==> src/rtl/mux_scan_sequencer_pkg.sv <==
// rtl/mux_scan_sequencer_pkg.sv - shared types and constants for the mux scan sequencer
// Contents: scan FSM state enum, default SEL_W/DWELL values, dwell counter width.
package mux_scan_sequencer_pkg;

  localparam int SEL_W_DEFAULT = 2;
  localparam int DWELL_DEFAULT = 4;
  localparam int CNT_W         = 8;

  typedef enum logic [1:0] {
    ST_IDLE = 2'd0,
    ST_SCAN = 2'd1,
    ST_DONE = 2'd2
  } state_e;

endpackage

==> src/rtl/mux_scan_sequencer_if.sv <==
// rtl/mux_scan_sequencer_if.sv - control/sample bundle between a host and the scan sequencer
// Signals: start, abort, y_in (host -> sequencer); sel, busy, done, data_out (sequencer -> host).
// Modports: master = host side, slave = sequencer side.
interface mux_scan_sequencer_if #(
  parameter int SEL_W = 2
);
  localparam int N = 2 ** SEL_W;

  logic             start;
  logic             abort;
  logic             y_in;
  logic [SEL_W-1:0] sel;
  logic             busy;
  logic             done;
  logic [N-1:0]     data_out;

  modport master (
    output start, abort, y_in,
    input  sel, busy, done, data_out
  );

  modport slave (
    input  start, abort, y_in,
    output sel, busy, done, data_out
  );
endinterface

==> src/rtl/mux_scan_sequencer_dwell_timer.sv <==
// rtl/mux_scan_sequencer_dwell_timer.sv - loadable down-counter timing each select dwell
// Ports: clk, rst_n (sync, active-low); load_i/load_val_i load the count;
//        en_i allows a decrement; zero_o flags count == 0.
module dwell_timer
  import mux_scan_sequencer_pkg::*;
(
  input  logic             clk,
  input  logic             rst_n,
  input  logic             load_i,
  input  logic [CNT_W-1:0] load_val_i,
  input  logic             en_i,
  output logic             zero_o
);

  logic [CNT_W-1:0] cnt_q;
  logic [CNT_W-1:0] cnt_d;

  // Decrement saturates at zero so the counter can never wrap.
  always_comb begin
    cnt_d = cnt_q;
    if (load_i) begin
      cnt_d = load_val_i;
    end else if (en_i && (cnt_q != '0)) begin
      cnt_d = cnt_q - CNT_W'(1);
    end
  end

  always_ff @(posedge clk) begin
    if (!rst_n) begin
      cnt_q <= '0;
    end else begin
      cnt_q <= cnt_d;
    end
  end

  assign zero_o = (cnt_q == '0);

endmodule

==> src/rtl/mux_scan_sequencer.sv <==
// rtl/mux_scan_sequencer.sv - steps a 4:1 mux select through all inputs and captures its output
// Ports: clk, rst_n (sync, active-low); bus (slave): start/abort control, y_in sample input,
//        sel mux select, busy, done one-cycle completion pulse, data_out last completed scan.
module mux_scan_sequencer
  import mux_scan_sequencer_pkg::*;
#(
  parameter int SEL_W = SEL_W_DEFAULT,
  parameter int DWELL = DWELL_DEFAULT
) (
  input  logic                 clk,
  input  logic                 rst_n,
  mux_scan_sequencer_if.slave  bus
);

  localparam int               N        = 2 ** SEL_W;
  localparam logic [SEL_W-1:0] SEL_LAST = SEL_W'(N - 1);
  localparam logic [CNT_W-1:0] RELOAD   = CNT_W'(DWELL - 1);

  state_e           state_q, state_d;
  logic [SEL_W-1:0] sel_q, sel_d;
  logic [N-1:0]     shadow_q, shadow_d;
  logic [N-1:0]     data_out_q, data_out_d;
  logic             tmr_load, tmr_en, tmr_zero;

  dwell_timer u_dwell_timer (
    .clk        (clk),
    .rst_n      (rst_n),
    .load_i     (tmr_load),
    .load_val_i (RELOAD),
    .en_i       (tmr_en),
    .zero_o     (tmr_zero)
  );

  // State and datapath registers
  always_ff @(posedge clk) begin
    if (!rst_n) begin
      state_q    <= ST_IDLE;
      sel_q      <= '0;
      shadow_q   <= '0;
      data_out_q <= '0;
    end else begin
      state_q    <= state_d;
      sel_q      <= sel_d;
      shadow_q   <= shadow_d;
      data_out_q <= data_out_d;
    end
  end

  // Next-state and datapath update
  always_comb begin
    state_d    = state_q;
    sel_d      = sel_q;
    shadow_d   = shadow_q;
    data_out_d = data_out_q;
    tmr_load   = 1'b0;
    tmr_en     = 1'b0;
    case (state_q)
      ST_IDLE: begin
        sel_d = '0;
        // abort is a no-op here, so start always wins
        if (bus.start) begin
          state_d  = ST_SCAN;
          tmr_load = 1'b1;
        end
      end
      ST_SCAN: begin
        if (bus.abort) begin
          state_d = ST_IDLE;
          sel_d   = '0;
        end else if (!tmr_zero) begin
          tmr_en = 1'b1;
        end else begin
          shadow_d[sel_q] = bus.y_in;
          if (sel_q == SEL_LAST) begin
            // Publish the whole word at once, including the sample just taken.
            state_d    = ST_DONE;
            data_out_d = shadow_d;
          end else begin
            sel_d    = sel_q + SEL_W'(1);
            tmr_load = 1'b1;
          end
        end
      end
      ST_DONE: begin
        // start is ignored here, guaranteeing an IDLE cycle between scans
        state_d = ST_IDLE;
        sel_d   = '0;
      end
      default: begin
        state_d = ST_IDLE;
        sel_d   = '0;
      end
    endcase
  end

  // Outputs decode from registers only
  always_comb begin
    bus.busy     = (state_q != ST_IDLE);
    bus.done     = (state_q == ST_DONE);
    bus.sel      = sel_q;
    bus.data_out = data_out_q;
  end

endmodule

==> src/flat_wrapper.sv <==
// flat-port wrapper written by rule: the top's interface ports become plain ports
module mux_scan_sequencer_flat import mux_scan_sequencer_pkg::*;
#(
  parameter int SEL_W = SEL_W_DEFAULT,
  parameter int DWELL = DWELL_DEFAULT
)
  (clk, rst_n, bus_start, bus_abort, bus_y_in, bus_sel, bus_busy, bus_done, bus_data_out);
  mux_scan_sequencer_if #(.SEL_W(SEL_W)) bus_i ();
  input  logic clk;
  input  logic rst_n;
  input wire logic [$bits(bus_i.start)-1:0] bus_start;
  input wire logic [$bits(bus_i.abort)-1:0] bus_abort;
  input wire logic [$bits(bus_i.y_in)-1:0] bus_y_in;
  output wire logic [$bits(bus_i.sel)-1:0] bus_sel;
  output wire logic [$bits(bus_i.busy)-1:0] bus_busy;
  output wire logic [$bits(bus_i.done)-1:0] bus_done;
  output wire logic [$bits(bus_i.data_out)-1:0] bus_data_out;
  assign bus_i.start = bus_start;
  assign bus_i.abort = bus_abort;
  assign bus_i.y_in = bus_y_in;
  assign bus_sel = bus_i.sel;
  assign bus_busy = bus_i.busy;
  assign bus_done = bus_i.done;
  assign bus_data_out = bus_i.data_out;
  mux_scan_sequencer #(.SEL_W(SEL_W), .DWELL(DWELL)) u_core (.clk(clk), .rst_n(rst_n), .bus(bus_i));
endmodule
==> config.mk <==
export PLATFORM = sky130hd
export DESIGN_NAME = mux_scan_sequencer_flat
export DESIGN_NICKNAME = d
export VERILOG_FILES = /design/src/rtl/mux_scan_sequencer_pkg.sv /design/src/rtl/mux_scan_sequencer_if.sv /design/src/rtl/mux_scan_sequencer_dwell_timer.sv /design/src/rtl/mux_scan_sequencer.sv /design/src/flat_wrapper.sv
export SDC_FILE = /design/constraint.sdc
export NUM_CORES = 1
export LEC_CHECK = 0
export ABC_AREA = 1
export BUFFER_PORTS_ARGS = -buffer_cell sky130_fd_sc_hd__clkbuf_2
export CORE_ASPECT_RATIO = 1.4
export CORE_UTILIZATION = 55
export DETAILED_ROUTE_END_ITERATION = 10
export PLACE_DENSITY_LB_ADDON = 0.25
export REMOVE_ABC_BUFFERS = 1
export SYNTH_ARGS = -nofsm -noshare
export SYNTH_HDL_FRONTEND = slang
export SYNTH_SLANG_ARGS = --single-unit
==> constraint.sdc <==
create_clock -name clk -period 1.4 [get_ports clk]
set_input_delay 0.14 -clock clk [delete_from_list [all_inputs] [get_ports clk]]
set_output_delay 0.14 -clock clk [all_outputs]
set_load 0.05 [all_outputs]
== Yosys cells after proc, flatten, opt, wreduce, memory -nomap -nowiden ==
Index checks and enable logic that the tools add are counted.

* Register bits after elaboration: 20
* Input bits: 5
* Output and inout bits: 8
* Logic and storage cells: 51

* Add/subtract/negate cells: 2
* Magnitude comparators: 2
* Eq/ne operators: 6
* Mux-type cells: 18
* Bitwise logic cells: 4
* Reduce and logical (&&, ||, !) cells: 13

{| class="wikitable"
|+ Operator list
! kind !! count
|-
| $mux 2 || 6
|-
| $logic_not 8->1 || 1
|-
| $mux 1 || 8
|-
| $reduce_bool 8->1 || 1
|-
| $sub 8x1->8 const B || 1
|-
| $ne 3x2->1 const B || 2
|-
| $reduce_and 3->1 || 2
|-
| $bwmux 4 || 1
|-
| $eq 2x2->1 const B || 2
|-
| $not 1->1 || 4
|-
| $pmux 2 s2 || 1
|-
| $reduce_and 4->1 || 1
|-
| $reduce_bool 2->1 || 2
|-
| $lt 2x3->1 const B || 1
|-
| $reduce_or 3->1 || 1
|-
| $add 2x1->2 const B || 1
|-
| $demux 1 s2 || 1
|-
| $eq 2x1->1 const B || 1
|-
| $ge 2x1->1 const B || 1
|-
| $logic_and 1x1->1 || 2
|-
| $logic_not 2->1 || 1
|-
| $ne 2x2->1 const B || 1
|-
| $pmux 1 s2 || 1
|-
| $reduce_and 2->1 || 1
|-
| $reduce_or 2->1 || 1
|}

== Depth between registers and ports, before layout ==
Gate-level depths: netlist (run 1).

* Word-level depth: 7
* Depth in mapped cells: 10
* Mapped depth without buffers: 10

== Modules after synthesis ==
Synthesis (run 1) repeated with hierarchy kept, for this count alone.

* Cell total of the unflattened synthesis: 201
* Area total of the unflattened synthesis: 1238.7 µm²

{| class="wikitable"
|+ Modules (own cells, without submodules)
! module !! instances !! cells an instance !! area an instance (µm²) !! sequential area each (µm²)
|-
| mux_scan_sequencer || 1 || 100 || 646.9 || 240.2
|-
| dwell_timer || 1 || 101 || 591.8 || 160.2
|}

== Worst setup path after synthesis (run 1) ==
No wires, ideal clock.

* Path kind: register to register
* Start point: register u_core.sel_q[0] (netlist: u_core.bus.sel[0])
* End point: register u_core.u_dwell_timer.cnt_q[2]
* Setup time: 72 ps
* Arrival: 1439 ps
* Data required time: 1328 ps
* Path slack: -111 ps
* Stages on the path, launching flop included: 6
* Path buffers: 0
* Period minus slack after synthesis: 1511 ps
* Cells stage by stage: dfxtp_1 > ha_1 > inv_1 > nand3_1 > nand3_1 > a21oi_1

* Word-level cells in the longest chain between the ends: 6

{| class="wikitable"
|+ Ends and longest elaborated chain
! what !! RTL line !! RTL
|-
| start, declared || mux_scan_sequencer.sv:20 || <nowiki>logic [SEL_W-1:0] sel_q, sel_d;</nowiki>
|-
| start signal, assigned || mux_scan_sequencer.sv:43 || <nowiki>sel_q <= sel_d;</nowiki>
|-
| $eq 2x2->1 || mux_scan_sequencer.sv:74 || <nowiki>if (sel_q == SEL_LAST) begin</nowiki>
|-
| $mux 1 || mux_scan_sequencer.sv:74 ||
|-
| $mux 1 || mux_scan_sequencer.sv:70 || <nowiki>end else if (!tmr_zero) begin</nowiki>
|-
| $mux 1 || mux_scan_sequencer.sv:67 || <nowiki>if (bus.abort) begin</nowiki>
|-
| $pmux 1 s2 || mux_scan_sequencer.sv:57 || <nowiki>case (state_q)</nowiki>
|-
| $reduce_or 2->1 (no source line) || -- ||
|-
| end signal, assigned || mux_scan_sequencer_dwell_timer.sv:32 || <nowiki>cnt_q <= cnt_d;</nowiki>
|-
| end, declared || mux_scan_sequencer_dwell_timer.sv:15 || <nowiki>logic [CNT_W-1:0] cnt_q;</nowiki>
|}

No other way between the ends.
A chain may end at the register's enable or synchronous reset.

== Worst setup path in the final report (run 1) ==
* Start point: register u_core.u_dwell_timer.cnt_q[0]
* End point: register u_core.u_dwell_timer.cnt_q[3]

* Word-level cells in the longest chain between the ends: 5
* Elaborated cells between the ends (all ways): 11
* Classes of those cells: add/sub (1); mux (6); reduce/logical (4)

{| class="wikitable"
|+ Ends and longest elaborated chain
! what !! RTL line !! RTL
|-
| $logic_not 8->1 || mux_scan_sequencer_dwell_timer.sv:36 || <nowiki>assign zero_o = (cnt_q == '0);</nowiki>
|-
| $mux 1 || mux_scan_sequencer.sv:70 ||
|-
| $mux 1 || mux_scan_sequencer.sv:67 ||
|-
| $pmux 1 s2 or $mux 1 (tied branches) || mux_scan_sequencer.sv:57 ||
|-
| $reduce_or 2->1 (no source line) or $logic_and 1x1->1 (tied branches) || -- ||
|}

Parallel ways exist; a longest one is shown, timed or not.

==> metrics.md, run 1 <==
| Metric | Value |
|---|---|
| Status | `finished, final reports clean` |
| Syn Area/Cell | `between 6 and 7 µm²` |
| Share of layout cells above drive strength 1 | `a little under a quarter` |
| Sequential share of the synthesized area | `between 30% and 40%` |
| Buf/Inv on CP | `2` |
| Leakage | `approximately 0.65 nW` |
| Final net count | `between 200 and 250` |
| CP Cell Sequence | `inv_1 > ha_2 > nand2_2 > nor2_4 > buf_4 > nor2_4 > nand3_1 > nand2_1 > nor2_1` |
| Hold Path Depth | `3` |
| TritonCTS Sinks | `19` |
| Fin crit share | `between 90% and 100%` |
| Fmax | `about 750 MHz` |
| Worst Max-Slew Pin Slew | `~280 ps` |
| Worst hold start | `bus_start` |
| FF-to-FF Start | `u_core.u_dwell_timer.cnt_q[0]$_SDFFE_PN0P_` |
| R2r setup slk | `a little over 60 ps` |
| Worst-case clock buffer depth | `2` |
| Hold_ws | `146 ps` |
| FF+latch count, synth | `19` |
| Layout area overhead | `16.6%` |
| N_diodes | `0` |
| Worst endpoint required time | `approximately 1600 ps` |
| Final setup violation count | `0` |
| CP arrival | `1540 ps` |
| CTS root buf | `clkbuf_4` |
| Critical Path Start Type | `flip-flop` |
| Fillers | `171` |
| Vias | `1044` |
| Power Density | `~900 nW/µm²` |
| Hold endpoint | `u_core.state_q[1]$_SDFFE_PN0P_` |
| Die W | `40.1 µm` |
| Total CTS buffers | `3` |
| Vias in the first global route | `about 970` |
| Die Y | `roughly 55 µm` |
| Final hold vios | `0` |
| DRT antenna net count | `0` |
| Io pins | `13` |
| Yosys warnings | `0` |
| CTS clk-pin slew, worst paths | `approximately 110 ps` |
| Critical-path top delay cell | `dfxtp_2` |
| FF-to-FF path depth | `9` |
| Number of vias per cell | `approximately 5.0` |
| DRC | `0` |
| Initial DRC Count | `17` |
| CTS H-tree depth | `1` |
| Yosys cell types | `20` |
| Final HPWL DP | `around 1700 µm` |
| WL final | `approximately 2200 µm` |
| First-pass iteration count of the detailed router | `4` |
| CP endpoint kind | `flip-flop` |
| Gp weighted congestion | `about 0.75` |
| Initial antenna violation count | `0` |
| Largest net degree at the start of global routing | `11` |
| Post-Syn Instances | `between 150 and 200` |
| Final worst path period need | `1340 ps` |
| Die footprint | `roughly 2200 µm²` |
| Initial Util | `roughly three fifths` |
| CTS tree | `done` |
| R2r endpoint | `u_core.u_dwell_timer.cnt_q[3]$_SDFFE_PP0P_` |
| Core ar. | `about 1800 µm²` |
| Top cells by area, synth | `dfxtp_1, nand2_1, inv_1, nor2_1, ha_1` |
| Clock skew | `slightly above 8 ps` |
| Slew Limit Fails | `0` |
| Max cap viols | `0` |
| Cell Area, Synth | `between 1000 and 1500 µm²` |
| Worst min path class | `primary input to flip-flop` |
| First-pass GRT wire length | `3680 µm` |
| Yosys top cell by area | `dfxtp_1` |
| Worst VDD drop | `~0.00073 V` |
| Final instance area | `1300 µm²` |
| Crit path largest cell delay | `340 ps` |
| Crit-path max FO | `7` |
| Crit path top cell by count | `nor2_4` |
| FP Rows | `18` |
| Placed cell area | `roughly 1200 µm²` |
| Slew margin rel. | `81.6%` |
| Clk Latency, worst-skew pair | `~310 ps` |
| Wire per inst | `approximately 10 µm` |
| RSZ-0062 raised after global routing | `yes` |
| Post-synth top area share | `between 30% and 40%` |
| CP top delay family | `simple AND/OR/NAND/NOR gates` |
| Tot GR Track Use | `between 20 and 25%` |
| Port bufs | `12` |
| Setup CP Type | `flip-flop to flip-flop` |
| Congestion Overflow GR | `0` |
[layout make-up]
type                    instances  area (µm²)  share of cell area (%)
well taps                      20        25.0                    1.92
repair buffers                 17        97.6                    7.49
clock buffers                   4        26.3                    2.02
inverters                      27         101                    7.77
flip-flops and latches         19         385                    29.6
multi-input cells             122         668                    51.2
[kinds of logic after synthesis]
kind of cell	after synthesis	share of synthesized area, %
xor+xnor	2	1.57
buf+inv	28	9.40
fa+ha+maj	6	6.71
flops	19	34.0
simple gates	98	40.9
compound gates	16	7.38
[registers in the layout, indices dropped and copies added (netlist names)]
signal and cells:
u_core.u_dwell_timer.cnt_q 8, u_core.bus.data_out 4, u_core.shadow_q 3, u_core.bus.sel 2, u_core.state_q 2
[worst max path at each step]
stage / start / to / cells after the start
2_1_floorplan: u_core.bus.sel[0]$_SDFFE_PP0N_ / u_core.u_dwell_timer.cnt_q[2]$_SDFFE_PP0P_ / 5
3_3_place_gp: u_core.u_dwell_timer.cnt_q[1]$_SDFFE_PN0P_ / u_core.bus.data_out[2]$_SDFFE_PN0P_ / 9
3_5_place_dp: u_core.u_dwell_timer.cnt_q[1]$_SDFFE_PN0P_ / u_core.u_dwell_timer.cnt_q[3]$_SDFFE_PP0P_ / 8
4_1_cts: u_core.u_dwell_timer.cnt_q[1]$_SDFFE_PN0P_ / u_core.u_dwell_timer.cnt_q[3]$_SDFFE_PP0P_ / 8
5_1_grt: u_core.u_dwell_timer.cnt_q[1]$_SDFFE_PN0P_ / u_core.u_dwell_timer.cnt_q[3]$_SDFFE_PP0P_ / 10
6_report: u_core.u_dwell_timer.cnt_q[0]$_SDFFE_PN0P_ / u_core.u_dwell_timer.cnt_q[3]$_SDFFE_PP0P_ / 9
[report_power, final]
group | leakage (nW) | switching (mW) | total, mW | internal [mW]
Sequential | 0.156 | 0.0164 | 0.577 | 0.560
Combinational | 0.481 | 0.183 | 0.287 | 0.104
Clock | 0.0150 | 0.172 | 0.283 | 0.111
[tightest hold or removal path, stage by stage]
cell,delay (ps)
clkbuf_2,100
o21ai_0,80
nor2_1,100
[metal layers]
| layer | track usage [%] | part of all wire (%) | vias to the layer above | wire [µm] |
|---|---|---|---|---|
| li1 | - | - | 555 | - |
| met1 | 22.4 | 40 | 468 | 881 |
| met2 | 40.8 | 55 | 16 | 1190 |
| met3 | 4.82 | 3.0 | 5 | 65 |
| met4 | 12.3 | 1.9 | 0 | 41 |
| met5 | 0 | 0 | - | 0 |
[cell usage in the layout, fill, tap and decap left out, drive strengths merged]
cell type / instances
a21boi: 1
xnor2: 1
clkbuf: 16
a21oi: 9
ha: 6
nand2: 60
xor2: 1
dfxtp: 19
nor2: 27
nand3: 9
nand4: 2
inv: 27
o21ai: 6
buf: 5
[Yosys cell counts (all sizes together)]
| master | instances |
|---|---|
| nand2 | 60 |
| nand3 | 9 |
| a21oi | 9 |
| dfxtp | 19 |
| nand4 | 2 |
| ha | 6 |
| o21ai | 6 |
| nor2 | 27 |
| a21boi | 1 |
| xor2 | 1 |
| xnor2 | 1 |
| clkbuf | 1 |
| inv | 27 |
[metrics by stage]
stage               total power [mW]  TNS [ps]  instances  worst slack (ps)  util [%]
floorplan                      0.788     -1260        168              -104         -
global placement               0.835         0        202              93.3      65.8
detailed placement             0.845         0        202              42.4      65.8
CTS                             1.12         0        206              16.3      67.2
global route                    1.22     -56.8        209             -22.2      70.6
finish                          1.15         0        209              62.3      70.6
[what timing repair did]
action,in CTS,in global routing
endpoints found under the hold margin,0,0
hold buffers,0,0
resized for setup,0,14
endpoints found under the setup margin,0,15
buffers inserted,0,3
(Power assumes the default switching activity.)
==> run 2, diff against run 1 <==
- clock period: 1.4 -> 1.6 ns (I/O delays scaled with it)
==> metrics.md, run 2 (synthesized netlist as in run 1, its figures left out) <==
| Metric | Value |
|---|---|
| Status | `finished, final reports clean` |
| First-pass iteration count of the detailed router | `5` |
| Port bufs | `12` |
| CTS H-tree depth | `1` |
| Final net count | `196` |
| Hold_buf cts | `0` |
| Congestion Overflow GR | `0` |
| Largest Register | `u_core.u_dwell_timer.cnt_q` |
| Worst-case clock buffer depth | `2` |
| CP Cell Sequence | `inv_1 > ha_1 > nand2_1 > nor2_4 > nor2_2 > nand2_1 > nand2_1 > nand2_1 > nor2_1` |
| Slew Limit Fails | `0` |
| Initial Util | `between 60% and 70%` |
| Critical-path top delay cell | `dfxtp_1` |
| Leakage | `0.617 nW` |
| Commonest non-fill, non-tap cells in the layout | `nand2_1, inv_1, nor2_1` |
| Worst VDD drop | `about 0.00060 V` |
| DP Cell Count | `200` |
| Hold Path Depth | `3` |
| WL final | `~2000 µm` |
| Power Total | `between 0.9 and 1 mW` |
| FF-to-FF Start | `u_core.u_dwell_timer.cnt_q[0]$_SDFFE_PN0P_` |
| Max reg flops | `8` |
| FF-to-FF path depth | `9` |
| Final worst path period need | `between 1000 and 1500 ps` |
| Post-CTS Resized | `0` |
| Io pins | `13` |
| Clk Latency, worst-skew pair | `310 ps` |
| CP arrival | `about 1700 ps` |
| Total CTS buffers | `3` |
| Gp weighted congestion | `slightly above 0.8` |
| Crit path largest cell delay | `approximately 350 ps` |
| Clock skew | `roughly 4.5 ps` |
| Critical Path Start Type | `flip-flop` |
| CTS clk-pin slew, worst paths | `~110 ps` |
| Tot GR Track Use | `between 20% and 30%` |
| Met1 WL | `roughly 830 µm` |
| Non-Filler Instances | `approximately 200` |
| CP endpoint kind | `flip-flop` |
| Most common cell after layout, fill and taps aside | `nand2_1` |
| Die footprint | `between 2000 and 2500 µm²` |
| Crit-path max FO | `7` |
| Setup CP Type | `flip-flop to flip-flop` |
| Worst endpoint required time | `roughly 1900 ps` |
| Worst setup path start | `u_core.u_dwell_timer.cnt_q[0]$_SDFFE_PN0P_` |
| Final hold vios | `0` |
| Layout area overhead | `9.73%` |
| Wire per inst | `approximately 10 µm` |
| Final setup violation count | `0` |
| Fin crit share | `roughly nine tenths` |
| Setup TNS Final | `0 ps` |
| Die W | `~40 µm` |
| DRC | `0` |
| TritonCTS Sinks | `19` |
| Crit path top cell by count | `nand2_1` |
| Met3 wire len | `31 µm` |
| Vias | `approximately 1000` |
| Largest net degree at the start of global routing | `12` |
| Met2 WL | `1150 µm` |
| Max Used Layer | `met4` |
| Final core utilization | `approximately two thirds` |
| Final worst setup slack | `roughly 170 ps` |
| Worst min path class | `primary input to flip-flop` |
| Initial antenna violation count | `0` |
| Setup bufs post-CTS | `0` |
| Number of vias per cell | `approximately 4.9` |
| Final HPWL DP | `about 1700 µm` |
| N_diodes | `0` |
| FP Rows | `18` |
| Worst hold start | `bus_start` |
| Core ar. | `between 1500 and 2000 µm²` |
| Initial DRC Count | `13` |
| Power Density | `792 nW/µm²` |
| CTS tree | `done` |
| Worst Max-Slew Pin Slew | `a little under 300 ps` |
| Post-Place Worst Slack | `about 190 ps` |
| DRT antenna net count | `0` |
| First-pass GRT wire length | `3640 µm` |
| CTS root buf | `clkbuf_4` |
| Share of layout cells above drive strength 1 | `16.3%` |
| RSZ-0062 raised after global routing | `no` |
| Slew margin rel. | `between 80% and 90%` |
| Vias in the first global route | `between 900 and 1000` |
| Max cap viols | `0` |
| Die Y | `roughly 55 µm` |
| Fmax | `about 700 MHz` |
## run 2: changes by cell type in the layout (fill, tap and decap cells not counted), moves of 2 or more
cell / before / now
nand2_1: 54 / 56
nor2_4: 5 / 3
nor2_2: 0 / 2
inv_2: 5 / 3
dfxtp_2: 4 / 0
dfxtp_1: 15 / 19
inv_1: 22 / 24
buf_4: 5 / 0
## run 2: per-layer routing
| metal | up-vias | GRT usage (%) |
|---|---|---|
| li1 | 545 | - |
| met2 | 10 | 42.2 |
| met5 | - | 0 |
| met4 | 0 | 8.87 |
| met1 | 446 | 22.7 |
| met3 | 4 | 2.41 |
## run 2: area by class of cell
type                    count  area (µm²)
flip-flops and latches     19         380
fillers                   187         619
well taps                  20        25.0
clock inverters             1        5.00
multi-input cells         122         633
repair buffers             12        60.1
clock buffers               3        22.5
inverters                  27         101
## run 2: path summary, 6_finish.rpt
check,endpoint,slack [ps]
max,u_core.u_dwell_timer.cnt_q[3]$_SDFFE_PP0P_,170
min,u_core.state_q[1]$_SDFFE_PN0P_,150
max reg2reg,u_core.u_dwell_timer.cnt_q[3]$_SDFFE_PP0P_,170
min reg2reg,u_core.shadow_q[1]$_SDFFE_PN0P_,490
## run 2: worst max-delay path, delay by kind of cell, from the launching register on
| family | cells | cell delay [ps] |
|---|---|---|
| adders and majority gates | 1 | 210 |
| buffers and inverters | 1 | 100 |
| DFF | 1 | 350 |
| and+or+nand+nor | 7 | 700 |
## run 2: report_power, final
part	internal, mW	switching, mW
Sequential	0.489	0.0136
Combinational	0.0748	0.144
Clock	0.0935	0.157
Total	0.657	0.315
## run 2: per-stage QoR
| step | hold WS (ps) | cell area [µm²] |
|---|---|---|
| 2_1_floorplan | 280 | 1110 |
| 3_3_place_gp | 459 | 1200 |
| 3_5_place_dp | 468 | 1200 |
| 4_1_cts | 163 | 1230 |
| 5_1_grt | 199 | 1230 |
| 6_report | 151 | 1230 |
==> run 3, diff against run 2 <==
- PLACE_DENSITY: default -> 0.79
- PLACE_DENSITY_LB_ADDON: 0.25 -> default
==> metrics.md, run 3 (synthesized netlist as in run 1, its figures left out) <==
| Metric | Value |
|---|---|
| Die W | `40.1 µm` |
| R2r endpoint | `u_core.u_dwell_timer.cnt_q[1]$_SDFFE_PN0P_` |
| Crit path top cell by count | `nand2_1` |
| Congestion Overflow GR | `0` |
| CP endpoint kind | `flip-flop` |
| FF-to-FF path depth | `9` |
| Final net count | `about 200` |
| Max cap viols | `0` |
| CTS tree | `done` |
| DP Cell Count | `200` |
| CP top delay family | `simple AND/OR/NAND/NOR gates` |
| CP arrival | `1650 ps` |
| Largest Register | `u_core.u_dwell_timer.cnt_q` |
| N_diodes | `0` |
| Initial Util | `60.6%` |
| Initial antenna violation count | `0` |
| CTS root buf | `clkbuf_4` |
| Power Density | `between 700 and 800 nW/µm²` |
| Final setup violation count | `0` |
| Wire per inst | `9.93 µm` |
| Final HPWL DP | `~1600 µm` |
| CTS clk-pin slew, worst paths | `around 110 ps` |
| Setup TNS Final | `0 ps` |
| Core ar. | `1850 µm²` |
| Initial DRC Count | `12` |
| Clk Latency, worst-skew pair | `roughly 300 ps` |
| Final worst path period need | `1410 ps` |
| Most common cell after layout, fill and taps aside | `nand2_1` |
| Status | `finished, final reports clean` |
| Placed cell area | `between 1000 and 1500 µm²` |
| RSZ-0062 raised after global routing | `no` |
| Buf/Inv on CP | `2` |
| Critical Path Start Type | `flip-flop` |
| Setup CP Type | `flip-flop to flip-flop` |
| Hold Path Depth | `3` |
| TritonCTS Sinks | `19` |
| Slew Limit Fails | `0` |
| Hold_buf cts | `0` |
| Die Y | `55.4 µm` |
| Leakage | `0.615 nW` |
| Final instance area | `approximately 1200 µm²` |
| Crit path largest cell delay | `about 350 ps` |
| FF-to-FF Start | `u_core.u_dwell_timer.cnt_q[0]$_SDFFE_PN0P_` |
| Fillers | `175` |
| Largest net degree at the start of global routing | `11` |
| Number of vias per cell | `between 4 and 5` |
| CP Cell Sequence | `inv_1 > ha_1 > nand2_1 > inv_1 > nand2_4 > nand2_2 > nand2_1 > nand2_1 > a21oi_1` |
| Worst endpoint required time | `roughly 1800 ps` |
| First-pass GRT wire length | `roughly 3500 µm` |
| Vias in the first global route | `about 900` |
| Worst-case clock buffer depth | `2` |
| Worst Max-Slew Pin Slew | `about 280 ps` |
| Worst min path class | `primary input to flip-flop` |
| Max reg flops | `8` |
| Crit-path max FO | `8` |
| Share of layout cells above drive strength 1 | `~16%` |
| Total CTS buffers | `3` |
| DRC | `0` |
| Fin crit share | `88.4%` |
| Layout area overhead | `9.62%` |
| Port bufs | `12` |
| Worst VDD drop | `roughly 0.00052 V` |
| First-pass iteration count of the detailed router | `4` |
| CTS H-tree depth | `1` |
| R2r setup slk | `between 150 and 200 ps` |
| Io pins | `13` |
| Fmax | `707 MHz` |
| Die footprint | `~2200 µm²` |
| Post-CTS Resized | `0` |
| Setup bufs post-CTS | `0` |
| Clock skew | `7.78 ps` |
| Hold endpoint | `u_core.state_q[1]$_SDFFE_PN0P_` |
| Slew margin rel. | `between 80% and 90%` |
| Power Total | `0.961 mW` |
| FP Rows | `18` |
| Tot GR Track Use | `between 20% and 30%` |
| Commonest non-fill, non-tap cells in the layout | `nand2_1, inv_1, nor2_1` |
| Final hold vios | `0` |
| Hold_ws | `between 150 and 200 ps` |
| Non-Filler Instances | `just over 200` |
| Vias | `between 1000 and 1500` |
| WL final | `about 2000 µm` |
| DRT antenna net count | `0` |
| Worst hold start | `bus_start` |
| Critical-path top delay cell | `dfxtp_1` |
| Gp weighted congestion | `around 0.8` |
-- run 3: cell types whose count changed in the layout (fill, tap and decap cells not counted) --
cell	previous run	this run
clkinv_2	1	0
clkbuf_1	0	1
-- run 3: power breakdown --
group          leakage, nW  switching (mW)  internal [mW]
Combinational        0.446           0.143         0.0747
Sequential           0.154          0.0132          0.489
Clock               0.0150           0.144         0.0971
Total                0.615           0.300          0.661
-- run 3: per-stage QoR --
step	utilization, %	worst slack [ps]
4_1_cts	66.4	172
3_3_place_gp	65.0	243
2_1_floorplan	-	96.4
3_5_place_dp	65.0	206
6_report	66.4	185
5_1_grt	66.4	45.5
-- run 3: tightest hold or removal path, stage by stage --
cell      delay [ps]
clkbuf_2         100
o21ai_0           80
nor2_1           100
-- run 3: worst max path at each step --
stage | start | endpoint | slack (ps) | cells after the start
2_1_floorplan | u_core.bus.sel[0]$_SDFFE_PP0N_ | u_core.u_dwell_timer.cnt_q[2]$_SDFFE_PP0P_ | 100 | 5
4_1_cts | u_core.u_dwell_timer.cnt_q[0]$_SDFFE_PN0P_ | u_core.u_dwell_timer.cnt_q[1]$_SDFFE_PN0P_ | 170 | 9
5_1_grt | u_core.u_dwell_timer.cnt_q[0]$_SDFFE_PN0P_ | u_core.bus.data_out[3]$_SDFFE_PN0P_ | 50 | 9
3_5_place_dp | u_core.u_dwell_timer.cnt_q[0]$_SDFFE_PN0P_ | u_core.u_dwell_timer.cnt_q[1]$_SDFFE_PN0P_ | 210 | 9
3_3_place_gp | u_core.u_dwell_timer.cnt_q[0]$_SDFFE_PN0P_ | u_core.bus.data_out[1]$_SDFFE_PN0P_ | 240 | 9
6_report | u_core.u_dwell_timer.cnt_q[0]$_SDFFE_PN0P_ | u_core.u_dwell_timer.cnt_q[1]$_SDFFE_PN0P_ | 190 | 9
-- run 3: area by class of cell --
class / instances / area (µm²) / area share, %
clock buffers: 4 / 26.3 / 2.14
inverters: 27 / 101 / 8.27
well taps: 20 / 25.0 / 2.04
repair buffers: 12 / 60.1 / 4.90
multi-input cells: 122 / 633 / 51.6
flip-flops and latches: 19 / 380 / 31.0
-- run 3: metal layers --
metal | up-vias | share of wire (%) | global-route usage [%]
li1 | 547 | - | -
met1 | 447 | 43 | 22.4
met2 | 10 | 54 | 38.9
met3 | 4 | 1.5 | 2.41
met4 | 0 | 1.7 | 8.87
met5 | - | 0 | 0
